File: config.mk
export PLATFORM = sky130hd
export DESIGN_NAME = memory_mb_arbiter
export DESIGN_NICKNAME = d
export VERILOG_FILES = /design/src/rtl/memory_mb_arbiter.sv
export SDC_FILE = /design/constraint.sdc
export NUM_CORES = 1
export LEC_CHECK = 0
export ABC_AREA = 1
export BUFFER_PORTS_ARGS = -buffer_cell sky130_fd_sc_hd__buf_2
export CAP_MARGIN = 5
export CORE_AREA = 5 5 238 240
export DETAILED_ROUTE_END_ITERATION = 8
export DIE_AREA = 0 0 243 245
export MAX_ROUTING_LAYER = met4
export PLACE_DENSITY = 0.68
export SYNTH_ARGS = -nofsm -noshare
export SYNTH_HDL_FRONTEND = slang
export SYNTH_SLANG_ARGS = --single-unit
export TNS_END_PERCENT = 1
File: constraint.sdc
create_clock -name clk -period 4.1 [get_ports clk]
set_input_delay 0.82 -clock clk [delete_from_list [all_inputs] [get_ports clk]]
set_output_delay 0.82 -clock clk [all_outputs]
set_load 0.01 [all_outputs]
File: src/rtl/memory_mb_arbiter.sv
// Multi-bank request arbiter/sequencer: per-bank, per-port round-robin grants,
// a registered bank command stage and a fixed 3-cycle read response path.
module memory_mb_arbiter #(
    parameter int bit_width        = 32,
    parameter int num_banks        = 4,
    parameter int num_bank_entries = 64,
    parameter int num_req          = 4,
    localparam int bank_bits       = $clog2(num_banks),
    localparam int row_bits        = $clog2(num_bank_entries),
    localparam int addr_bit_width  = bank_bits + row_bits,
    localparam int id_bits         = $clog2(num_req)
) (
    input  logic                                     clk,
    input  logic                                     rst_n,
    input  logic [num_req-1:0]                       req_valid,
    input  logic [num_req-1:0]                       req_we,
    input  logic [num_req-1:0][addr_bit_width-1:0]   req_addr,
    input  logic [num_req-1:0][bit_width-1:0]        req_wdata,
    output logic [num_req-1:0]                       req_ready,
    output logic [num_req-1:0]                       rsp_valid,
    output logic [num_req-1:0][bit_width-1:0]        rsp_data,
    output logic [num_banks-1:0]                     mem_wr_en,
    output logic [num_banks-1:0][row_bits-1:0]       mem_wr_addr,
    output logic [num_banks-1:0][bit_width-1:0]      mem_wr_data,
    output logic [num_banks-1:0]                     mem_rd_en,
    output logic [num_banks-1:0][row_bits-1:0]       mem_rd_addr,
    input  logic [num_banks-1:0][bit_width-1:0]      mem_rd_data
);

    function automatic logic [id_bits-1:0] rr_idx(input logic [id_bits-1:0] ptr, input int k);
        int s;
        s = int'(ptr) + k;
        if (s >= num_req) s = s - num_req;
        return id_bits'(s);
    endfunction

    function automatic logic [id_bits-1:0] rr_next(input logic [id_bits-1:0] sel);
        if (int'(sel) == num_req - 1) return '0;
        return sel + id_bits'(1);
    endfunction

    logic [num_req-1:0][bank_bits-1:0]   req_bank;
    logic [num_req-1:0][row_bits-1:0]    req_row;
    logic [num_banks-1:0][num_req-1:0]   wr_gnt_vec;
    logic [num_banks-1:0][num_req-1:0]   rd_gnt_vec;
    logic [num_banks-1:0]                rd_vld_p2;
    logic [num_banks-1:0][id_bits-1:0]   rd_id_p2;

    logic [num_req-1:0]                  rsp_valid_d, rsp_valid_q;
    logic [num_req-1:0][bit_width-1:0]   rsp_data_d, rsp_data_q;

    always_comb begin
        for (int r = 0; r < num_req; r++) begin
            req_bank[r] = req_addr[r][bank_bits-1:0];
            req_row[r]  = req_addr[r][addr_bit_width-1:bank_bits];
        end
    end

    for (genvar b = 0; b < num_banks; b++) begin : g_bank
        logic [num_req-1:0]   wr_cand, rd_cand;
        logic                 wr_hit, rd_hit, rd_ok;
        logic                 wr_gnt, rd_gnt;
        logic [id_bits-1:0]   wr_sel, rd_sel;
        logic [id_bits-1:0]   wr_ptr_d, wr_ptr_q, rd_ptr_d, rd_ptr_q;

        logic                 wr_en_p1_d, wr_en_p1_q;
        logic [row_bits-1:0]  wr_row_p1_d, wr_row_p1_q;
        logic [bit_width-1:0] wr_data_p1_d, wr_data_p1_q;
        logic                 rd_en_p1_d, rd_en_p1_q;
        logic [row_bits-1:0]  rd_row_p1_d, rd_row_p1_q;
        logic [id_bits-1:0]   rd_id_p1_d, rd_id_p1_q;
        logic                 rd_vld_p2_q;
        logic [id_bits-1:0]   rd_id_p2_q;

        always_comb begin
            wr_cand = '0;
            rd_cand = '0;
            for (int r = 0; r < num_req; r++) begin
                wr_cand[r] = req_valid[r] &  req_we[r] & (req_bank[r] == bank_bits'(b));
                rd_cand[r] = req_valid[r] & ~req_we[r] & (req_bank[r] == bank_bits'(b));
            end
        end

        always_comb begin
            wr_hit = 1'b0;
            wr_sel = '0;
            rd_hit = 1'b0;
            rd_sel = '0;
            for (int k = 0; k < num_req; k++) begin
                if (!wr_hit && wr_cand[rr_idx(wr_ptr_q, k)]) begin
                    wr_hit = 1'b1;
                    wr_sel = rr_idx(wr_ptr_q, k);
                end
                if (!rd_hit && rd_cand[rr_idx(rd_ptr_q, k)]) begin
                    rd_hit = 1'b1;
                    rd_sel = rr_idx(rd_ptr_q, k);
                end
            end
        end

        // A read colliding with this cycle's write row waits a cycle so it sees the new data.
        assign rd_ok  = rd_hit & ~(wr_hit & (req_row[rd_sel] == req_row[wr_sel]));
        assign wr_gnt = wr_hit & rst_n;
        assign rd_gnt = rd_ok & rst_n;

        assign wr_gnt_vec[b] = wr_gnt ? (num_req'(1) << wr_sel) : '0;
        assign rd_gnt_vec[b] = rd_gnt ? (num_req'(1) << rd_sel) : '0;

        always_comb begin
            wr_ptr_d     = wr_gnt ? rr_next(wr_sel) : wr_ptr_q;
            rd_ptr_d     = rd_gnt ? rr_next(rd_sel) : rd_ptr_q;
            wr_en_p1_d   = wr_gnt;
            wr_row_p1_d  = wr_gnt ? req_row[wr_sel]   : wr_row_p1_q;
            wr_data_p1_d = wr_gnt ? req_wdata[wr_sel] : wr_data_p1_q;
            rd_en_p1_d   = rd_gnt;
            rd_row_p1_d  = rd_gnt ? req_row[rd_sel] : rd_row_p1_q;
            rd_id_p1_d   = rd_gnt ? rd_sel          : rd_id_p1_q;
        end

        // Stage p1: bank command; stage p2: tag aligned with returning bank data.
        always_ff @(posedge clk or negedge rst_n) begin
            if (!rst_n) begin
                wr_ptr_q     <= '0;
                rd_ptr_q     <= '0;
                wr_en_p1_q   <= 1'b0;
                wr_row_p1_q  <= '0;
                wr_data_p1_q <= '0;
                rd_en_p1_q   <= 1'b0;
                rd_row_p1_q  <= '0;
                rd_id_p1_q   <= '0;
                rd_vld_p2_q  <= 1'b0;
                rd_id_p2_q   <= '0;
            end else begin
                wr_ptr_q     <= wr_ptr_d;
                rd_ptr_q     <= rd_ptr_d;
                wr_en_p1_q   <= wr_en_p1_d;
                wr_row_p1_q  <= wr_row_p1_d;
                wr_data_p1_q <= wr_data_p1_d;
                rd_en_p1_q   <= rd_en_p1_d;
                rd_row_p1_q  <= rd_row_p1_d;
                rd_id_p1_q   <= rd_id_p1_d;
                rd_vld_p2_q  <= rd_en_p1_q;
                rd_id_p2_q   <= rd_id_p1_q;
            end
        end

        assign mem_wr_en[b]   = wr_en_p1_q;
        assign mem_wr_addr[b] = wr_row_p1_q;
        assign mem_wr_data[b] = wr_data_p1_q;
        assign mem_rd_en[b]   = rd_en_p1_q;
        assign mem_rd_addr[b] = rd_row_p1_q;
        assign rd_vld_p2[b]   = rd_vld_p2_q;
        assign rd_id_p2[b]    = rd_id_p2_q;
    end

    always_comb begin
        req_ready = '0;
        for (int b = 0; b < num_banks; b++) begin
            req_ready = req_ready | wr_gnt_vec[b] | rd_gnt_vec[b];
        end
    end

    always_comb begin
        rsp_valid_d = '0;
        rsp_data_d  = rsp_data_q;
        for (int b = 0; b < num_banks; b++) begin
            if (rd_vld_p2[b]) begin
                rsp_valid_d[rd_id_p2[b]] = 1'b1;
                rsp_data_d[rd_id_p2[b]]  = mem_rd_data[b];
            end
        end
    end

    // Stage p3: response register back to the issuing requester.
    always_ff @(posedge clk or negedge rst_n) begin
        if (!rst_n) begin
            rsp_valid_q <= '0;
            rsp_data_q  <= '0;
        end else begin
            rsp_valid_q <= rsp_valid_d;
            rsp_data_q  <= rsp_data_d;
        end
    end

    assign rsp_valid = rsp_valid_q;
    assign rsp_data  = rsp_data_q;

endmodule

# Word level (Yosys, flattened, before mapping)
# Cells that the tools add are included.
# word_totals
inputBits,298
register_bits,352
output_inout_bits,320
# op_classes
n_addsub,64
bitwise,74
magnitude_cmp,80
shifts,8
muxes,244
n_eq_ne,24
reduce_logical,56
# ops
op,count
$bwmux W128,4
$mux W128,4
$bmux W32 S2,4
$demux W32 S2,4
$mux W32,8
$mux W2,80
$lt A2 B3 Y1 const B,44
$bmux W6 S2,8
$mux W1,76
$ge A3 B3 Y1 const B,24
$bmux W1 S2,32
$sub A2 B1 Y2 const B,32
$and A1 B1 Y1,56
$add A2 B2 Y3 const B,16
$mux W4,12
$mux W6,8
$or A4 B4 Y4,10
$shl A1 B2 Y4 const A,8
$logic_and A1 B1 Y1,28
$add A2 B1 Y3 const B,8
$eq A2 B1 Y1 const B,12
$eq A6 B6 Y1,4
$ge A2 B3 Y1 const B,8
$logic_not A1 Y1,24
other kinds (6),36

# Depth between registers and ports, before layout
# Gate-level depths: netlist of run 1.
# depth
depth_word,30
mapped_depth,26
ltp_nobuf,25

# Worst setup path before layout of run 1
# No wires, ideal clock.
# synth_path
kind,input to output
startpoint,in req_addr[24] in the netlist's numbering
endpoint,out req_ready[2]
stages,18
n_path_buf,3
required_ns,3.280
t_arrival_ns,3.094
slack_ns,0.186
cell_sequence,nor2_1 > nand3_1 > nand2_1 > o21ai_2 > nand2_1 > nand2_2 > nor2_2 > nand2_4 > nand2_4 > buf_6 > buf_2 > clkbuf_1 > inv_1 > ha_1 > a221oi_1 > nand2_1 > nor2_1 > nand2_1
# synth_between
elab_chain_len,29
# synth_rtl
item,line,source
"start, declared",17,"input logic [num_req-1:0][addr_bit_width-1:0] req_addr,"
$logic_not A2 Y1,"79, 80",
"$and A1 B1 Y1, on equally long branches","80, 79",
"$bmux W1 S2, on equally long branches","94, 90",
"$mux W1, on equally long branches (2 in series)","94, 90",
"$logic_not A1 Y1, on equally long branches","94, 90",
"$logic_and A1 B1 Y1, on equally long branches","94, 90",
"$mux W1, on equally long branches","94, 90",
"$logic_not A1 Y1, on equally long branches","94, 90",
(+7 left out),-,
$eq A6 B6 Y1,102,assign rd_ok = rd_hit & ~(wr_hit & (req_row[rd_sel] == req_row[wr_sel]));
$and A1 B1 Y1,102,
$not A1 Y1,102,
$and A1 B1 Y1,102,
$and A1 B1 Y1,104,assign rd_gnt = rd_ok & rst_n;
$mux W4,107,assign rd_gnt_vec[b] = rd_gnt ? (num_req'(1) << rd_sel) : '0;
$or A4 B4 Y4 (6 in series),159,req_ready = req_ready | wr_gnt_vec[b] | rd_gnt_vec[b];
$or A4 B4 Y4 *,159,
"end, declared",19,"output logic [num_req-1:0] req_ready,"
# Mark *: on every way between the ends. The rest lies on a longest branch, timed or not. The select of a mux whose other input is x is not followed.

# Worst setup path in the final report of run 1
# layout_path
startpoint,reg g_bank[2].wr_ptr_q[0]
endpoint,out req_ready[1]
# layout_between
elab_chain_len,25
# layout_rtl
item,line,source
"start, declared",64,"logic [id_bits-1:0] wr_ptr_d, wr_ptr_q, rd_ptr_d, rd_ptr_q;"
"start signal, assigned",134,wr_ptr_q <= wr_ptr_d;
"parallel branches: the longest is 22 deep, another holds $add A2 B1 Y3",-,
$or A4 B4 Y4 * (3 in series),159,
# Mark *: on every way between the ends. The select of a mux whose other input is x is not followed.

==> results of run 1 <==
[cells in the mapped netlist, types with 27 or more instances]
cell and instances:
inv_1 301, nand3_1 294, inv_2 27, a31oi_1 191, o21ai_0 328, nand2_1 675, a22oi_1 63, nor2_1 252
o211ai_1 193, clkbuf_1 188, dfrtp_1 352, ha_1 32, mux2i_1 32, nand4_1 36, a21oi_1 356
[cell type report]
cell class / count / share of cell area [%]
inverter: 331 / 3.91
clock buffer: 65 / 3.90
antenna: 38 / 0.295
clock inverter: 9 / 0.365
tap: 704 / 2.73
timing repair buffer: 897 / 16.7
multi-input combinational: 2588 / 44.7
sequential: 352 / 27.4
[power breakdown]
group          switching, mW  leakage (nW)  internal (mW)  total [mW]
Combinational           15.3          11.2           9.49        24.8
Sequential              1.32          4.08           5.38        6.70
Clock                   1.61         0.678           2.24        3.84
[per-layer routing]
metal | routed length, µm | part of all wire, %
met1 | 42300 | 38
met2 | 50000 | 45
met3 | 12100 | 11
met4 | 5510 | 5.0
met5 | 0 | 0
[worst paths after layout]
path	end	slack, ns	depth (start not counted)
hold reg to reg	g_bank[0].rd_vld_p2_q$_DFF_PN0_	0.37	0
max in group asynchronous	g_bank[1].rd_ptr_q[0]$_DFFE_PN0P_	1.93	3
setup / recovery	req_ready[1]	-0.20	17
setup reg to reg	g_bank[1].rd_id_p1_q[0]$_DFFE_PN0P_	0.91	21
hold / removal	g_bank[3].wr_row_p1_q[0]$_DFFE_PN0P_	0.11	1
min in group clk	g_bank[0].rd_vld_p2_q$_DFF_PN0_	0.37	0
[placed cells by master (no fill, tap or decap), types with 43 or more instances in the layout]
cell type / n
buf_2: 611
nand2_1: 609
a21oi_1: 354
dfrtp_1: 340
o21ai_0: 322
inv_1: 290
buf_4: 254
nand3_1: 241
nor2_1: 225
o211ai_1: 193
a31oi_1: 191
nand2_2: 77
a22oi_1: 63
nand3_2: 50
clkbuf_16: 43
[logic make-up after synthesis]
family	after synthesis	share of synthesized area, %
buffers and inverters	598	9.90
DFF	352	35.5
xor gates and xnor gates	11	0.510
adders and majority gates	32	1.62
and+or+nand+nor	1327	23.1
muxes	32	1.29
AOI/OAI and AO/OA	1186	28.0
[metrics by stage]
| stage | hold WS, ns | instances | cell area [µm²] | util, % |
|---|---|---|---|---|
| 6_report | 0.111 | 4984 | 32300 | 59.2 |
| 5_1_grt | 0.110 | 4980 | 32200 | 59.2 |
| 4_1_cts | 0.0949 | 4925 | 31500 | 57.9 |
| 3_5_place_dp | 0.362 | 4814 | 29400 | 54.0 |
| 3_3_place_gp | 0.357 | 4814 | 29400 | 54.0 |
| 2_1_floorplan | 0.354 | 3538 | 24800 | - |
[state kept, by name, indices dropped and copies added (netlist names)]
register,count
g_bank.rd_ptr_q,8
g_bank.rd_id_p1_q,8
g_bank.rd_row_p1_q,24
g_bank.wr_ptr_q,8
rsp_valid,4
g_bank.wr_data_p1_q,128
rsp_data,128
g_bank.wr_row_p1_q,24
g_bank.wr_en_p1_q,4
g_bank.rd_vld_p2_q,4
g_bank.rd_id_p2_q,8
g_bank.rd_en_p1_q,4
[repair_timing]
action                                 in CTS  in global routing
setup endpoints to repair                   4                  4
pin swaps                                  49                 81
cloned                                      1                  0
gates resized for setup                   137                117
endpoints found under the hold margin       0                  0
setup buffers                              36                 21
==> impl_metrics.yaml, run 1 <==
global_routing:
  grtUsageTotal_pct: 35.5
  global_route.usage.met3_pct: 8.83
  grt_start_max_net_pins: 146
  first_global_vias: 26905
  overflow: 0
  top_usage_layer: "met2"
  grt_first_pass_wirelength_mm: 164
  grt_use_met2_pct: 54.8
  met1_usage_pct: 44.8
  antenna_found_initial: 36
cts:
  clkLatencyLatePin_ns: 0.59
  tritoncts: "yes"
  clkSinkCount: 352
  ctsHoldBuffers: 0
  cts_htree_levels: 2
  path_clk_slew_ns: 0.06
  numCtsBuffers: 42
  clockRootBuffer: "clkbuf_16"
  ctsLongestPathBuffers: 3
drt:
  routed_wl_mm: 110
  ant_nets: 0
  num_vias: 29487
  wl_per_cell_um: 22.1
  vias_per_cell: 5.92
  drt_iter0_markers: 3385
  drc: 0
  dr.pass1.iters: 7
placed_design:
  port_buffers: 617
  place_congestion: 0.975
  hpwlAfterDp_mm: 74.9
  place_ws_ns: -0.292
floorplan:
  std_cell_rows: 86
  ioPinCount: 618
  die_h_um: 245
  die_area_mm2: 0.0595
  initial_core_util_pct: 45.5
  die_w_um: 243
  core_mm2: 0.0544
worst_hold_path:
  hold_class: "primary input to async pin"
yosys:
  yosys_warnings: 0
  netlist_instances: 3538
  synth_top_area_share_pct: 35.5
  ys_ff_latch: 352
  synthesis.nets: 3868
  synth_area_mm2: 0.0248
  avgSynthCellArea_um2: 7.00
  yosys.area.top_type: "dfrtp_1"
  ys_types: 50
  synth_ff_type: "dfrtp_1"
  async_flop_share_pct: 100
  synthTopCellsByArea: "dfrtp_1 (36%), nand2_1 (10%), a21oi_1 (7.2%)"
  synth_enable_flop_cells: 0
  ys_seq_area_share_pct: 35.5
worst_setup_path:
  path_delay_family: "simple AND/OR/NAND/NOR gates"
  cpMostUsedCell: "nand2_2"
  critical_path.startpoint: "g_bank[2].wr_ptr_q[0]$_DFFE_PN0P_"
  critPathKind: "flip-flop to output pin"
  slowest_delay_ns: 0.55
  cp.buffers_inverters: 5
  critPathLaunchType: "flip-flop"
  cp.required_ns: 3.28
  cp_cell_sequence: "inv_4 -> nand3_2 -> nand2_2 -> o21ai_4 -> nand4_1 -> nand2_2 -> nand2_4 -> buf_4 -> buf_12 -> ha_1 -> a22o_1 -> a221oi_2 -> buf_4 -> nand2_2 -> nor2_4 -> nand2_1 -> buf_2"
  crit_path_end_kind: "output pin"
  r2r-start: "g_bank[1].rd_ptr_q[0]$_DFFE_PN0P_"
  crit_arrival_ns: 3.48
  slowest_stage: "dfrtp_2"
  crit_fanout: 7
timing:
  grt_setup_unrepaired: "yes"
  drv_slew: 0
  max_slew.worst_pin.slew_ns: 1.22
  fin_ws_ns: -0.201
  setup_tns_ns: -0.662
  setup_viol: 4
  hold_viol: 0
  min_period_ns: 4.30
  finClkSkew_ns: 0.0349
  max_freq_mhz: 232
  slew_headroom_pct: 18.7
  period_share_pct: 105
final_layout:
  finalNetCount: 4542
  multiInputGateArea_mm2: 0.0144
  syn_to_final_growth_pct: 30.1
  n_fill_cell: 5144
  drive_above_1_share_pct: 29.7
  seqCellArea_mm2: 0.00882
outcome:
  failed_checks: "setup timing"
  status: "finished, violations left"
pwr:
  p_total_mw: 35.4
  vdd_drop_max_mv: 0.827
  power-per-cell-area_mw_per_mm2: 1100
  power.leakage_nw: 16.0
flow_run:
  drv_cap: 0
Note: power is estimated with default switching activity, not from simulation.
==> run 2: changes to the inputs <==
--- a/config.mk
+++ b/config.mk
@@ -13,6 +13,7 @@
 export DIE_AREA = 0 0 243 245
 export MAX_ROUTING_LAYER = met4
 export PLACE_DENSITY = 0.68
+export RECOVER_POWER = 25
 export SYNTH_ARGS = -nofsm -noshare
 export SYNTH_HDL_FRONTEND = slang
 export SYNTH_SLANG_ARGS = --single-unit
==> run 2 against run 1 <==
Compared with the run above: the flow finishes with violations (capacitance limit, slew limit, setup timing); combinational power about the same; via count is 0.19% lower; cell count did not move; register-to-register slack about the same; clock skew decreased by 0.00055 ns; non-clock buffer count stayed put; sequential power is essentially flat; critical endpoint unchanged.
==> impl_metrics.yaml, run 2 (same netlist as run 1, synthesis figures left out) <==
outcome:
  status: "finished, violations left"
  failed_checks: "capacitance limit, slew limit, setup timing"
worst_setup_path:
  critPathLaunchType: "flip-flop"
  crit_arrival_ns: 3.49
  crit_fanout: 7
  cp.required_ns: 3.28
  crit_path_end_kind: "output pin"
  critPathKind: "flip-flop to output pin"
timing:
  max_freq_mhz: 232
  max_slew.worst_pin.slew_ns: 1.67
  min_period_ns: 4.31
  grt_setup_unrepaired: "yes"
  holdWs_ns: 0.112
  finClkSkew_ns: 0.0344
  hold_viol: 0
  setup_tns_ns: -0.678
  fin_ws_ns: -0.212
  drv_slew: 63
  setup_viol: 4
  slew_headroom_pct: -11.2
  period_share_pct: 105
flow_run:
  drv_cap: 2
worst_hold_path:
  hold_class: "primary input to async pin"
global_routing:
  antenna_found_initial: 36
  first_global_vias: 26905
  overflow: 0
  grtUsageTotal_pct: 35.5
  grt_start_max_net_pins: 146
  grt_first_pass_wirelength_mm: 164
final_layout:
  seqCellArea_mm2: 0.00882
  layout.cells.non_filler: 4984
  finalNetCount: 4542
  fin_util_pct: 59.0
  final_common_cell: "nand2_1"
  n_fill_cell: 5221
  multiInputGateArea_mm2: 0.0144
  final_cell_mix: "nand2_1 (609), buf_2 (510), a21oi_1 (354)"
  drive_above_1_share_pct: 27.3
  syn_to_final_growth_pct: 29.6
placed_design:
  dp_cells: 4814
  hpwlAfterDp_mm: 74.9
  place_congestion: 0.975
  port_buffers: 617
drt:
  num_vias: 29432
  ant_nets: 0
  drt_iter0_markers: 3574
  wl_per_cell_um: 22.1
  drc: 0
  dr.pass1.iters: 6
  vias_per_cell: 5.91
  routed_wl_mm: 110
cts:
  clkSinkCount: 352
  clockRootBuffer: "clkbuf_16"
  cts_htree_levels: 2
  numCtsBuffers: 42
  clkLatencyLatePin_ns: 0.58
  path_clk_slew_ns: 0.06
  tritoncts: "yes"
  ctsLongestPathBuffers: 3
  ctsHoldBuffers: 0
floorplan:
  initial_core_util_pct: 45.5
  std_cell_rows: 86
  ioPinCount: 618
  die_w_um: 243
  die_area_mm2: 0.0595
  core_mm2: 0.0544
  die_h_um: 245
pwr:
  vdd_drop_max_mv: 0.824
  power-per-cell-area_mw_per_mm2: 1100
  p_total_mw: 35.3
  power.leakage_nw: 15.7
run 2: final cells by class:
type | count | area share [%]
multi-input combinational | 2588 | 44.9
inverter | 331 | 3.93
sequential | 352 | 27.5
clock buffer | 65 | 3.92
antenna | 38 | 0.296
clock inverter | 9 | 0.366
tap | 704 | 2.74
timing repair buffer | 897 | 16.4
run 2: worst paths after layout:
path                                              startpoint                                   end  slack (ns)  cells after the start
min                                                    rst_n  g_bank[3].wr_row_p1_q[0]$_DFFE_PN0P_        0.11                      1
max in group asynchronous                              rst_n     g_bank[1].rd_ptr_q[0]$_DFFE_PN0P_        1.33                      3
min reg2reg                   g_bank[0].rd_en_p1_q$_DFF_PN0_       g_bank[0].rd_vld_p2_q$_DFF_PN0_        0.37                      0
max reg2reg                g_bank[1].rd_ptr_q[0]$_DFFE_PN0P_   g_bank[1].rd_id_p1_q[0]$_DFFE_PN0P_        0.92                     21
min in group clk              g_bank[0].rd_en_p1_q$_DFF_PN0_       g_bank[0].rd_vld_p2_q$_DFF_PN0_        0.37                      0
max                        g_bank[2].wr_ptr_q[0]$_DFFE_PN0P_                          req_ready[1]       -0.21                     17
run 2: routing by layer:
metal / share of wire [%] / global-route usage (%) / wire, µm
met5: 0 / - / 0
met2: 46 / 54.8 / 50400
met3: 11 / 8.83 / 12000
met1: 39 / 44.8 / 42500
met4: 4.7 / 15.2 / 5140
run 2: critical path, stage by stage (launching register included):
cell and delay [ns]:
dfrtp_2 0.55, inv_4 0.08, nand3_2 0.10, nand2_2 0.09, o21ai_4 0.15, nand4_1 0.20, nand2_2 0.17, nand2_4 0.09
buf_4 0.15, buf_12 0.12, ha_1 0.19, a22o_1 0.23, a221oi_2 0.21, buf_4 0.17, nand2_2 0.07, nor2_4 0.12
nand2_1 0.06, buf_2 0.13
run 2: timing repair:
item	in CTS	in global routing
pin swaps	49	81
setup endpoints to repair	4	4
setup buffers	36	21
resized for setup	137	117
hold endpoints to repair	0	0
gates cloned	1	0
run 2: power by group:
| group | switching, mW | total, mW | leakage (nW) | internal [mW] |
|---|---|---|---|---|
| combinational | 15.3 | 24.7 | 10.9 | 9.36 |
| sequential | 1.34 | 6.71 | 4.08 | 5.38 |
| clock | 1.60 | 3.83 | 0.678 | 2.24 |
run 2: stage by stage:
stage / area (µm²) / setup slack, ns
after floorplan: 24800 / 0.186
after global placement: 29400 / -0.248
after detailed placement: 29400 / -0.292
after CTS: 31500 / -0.0682
after global routing: 32100 / -0.333
final: 32100 / -0.212
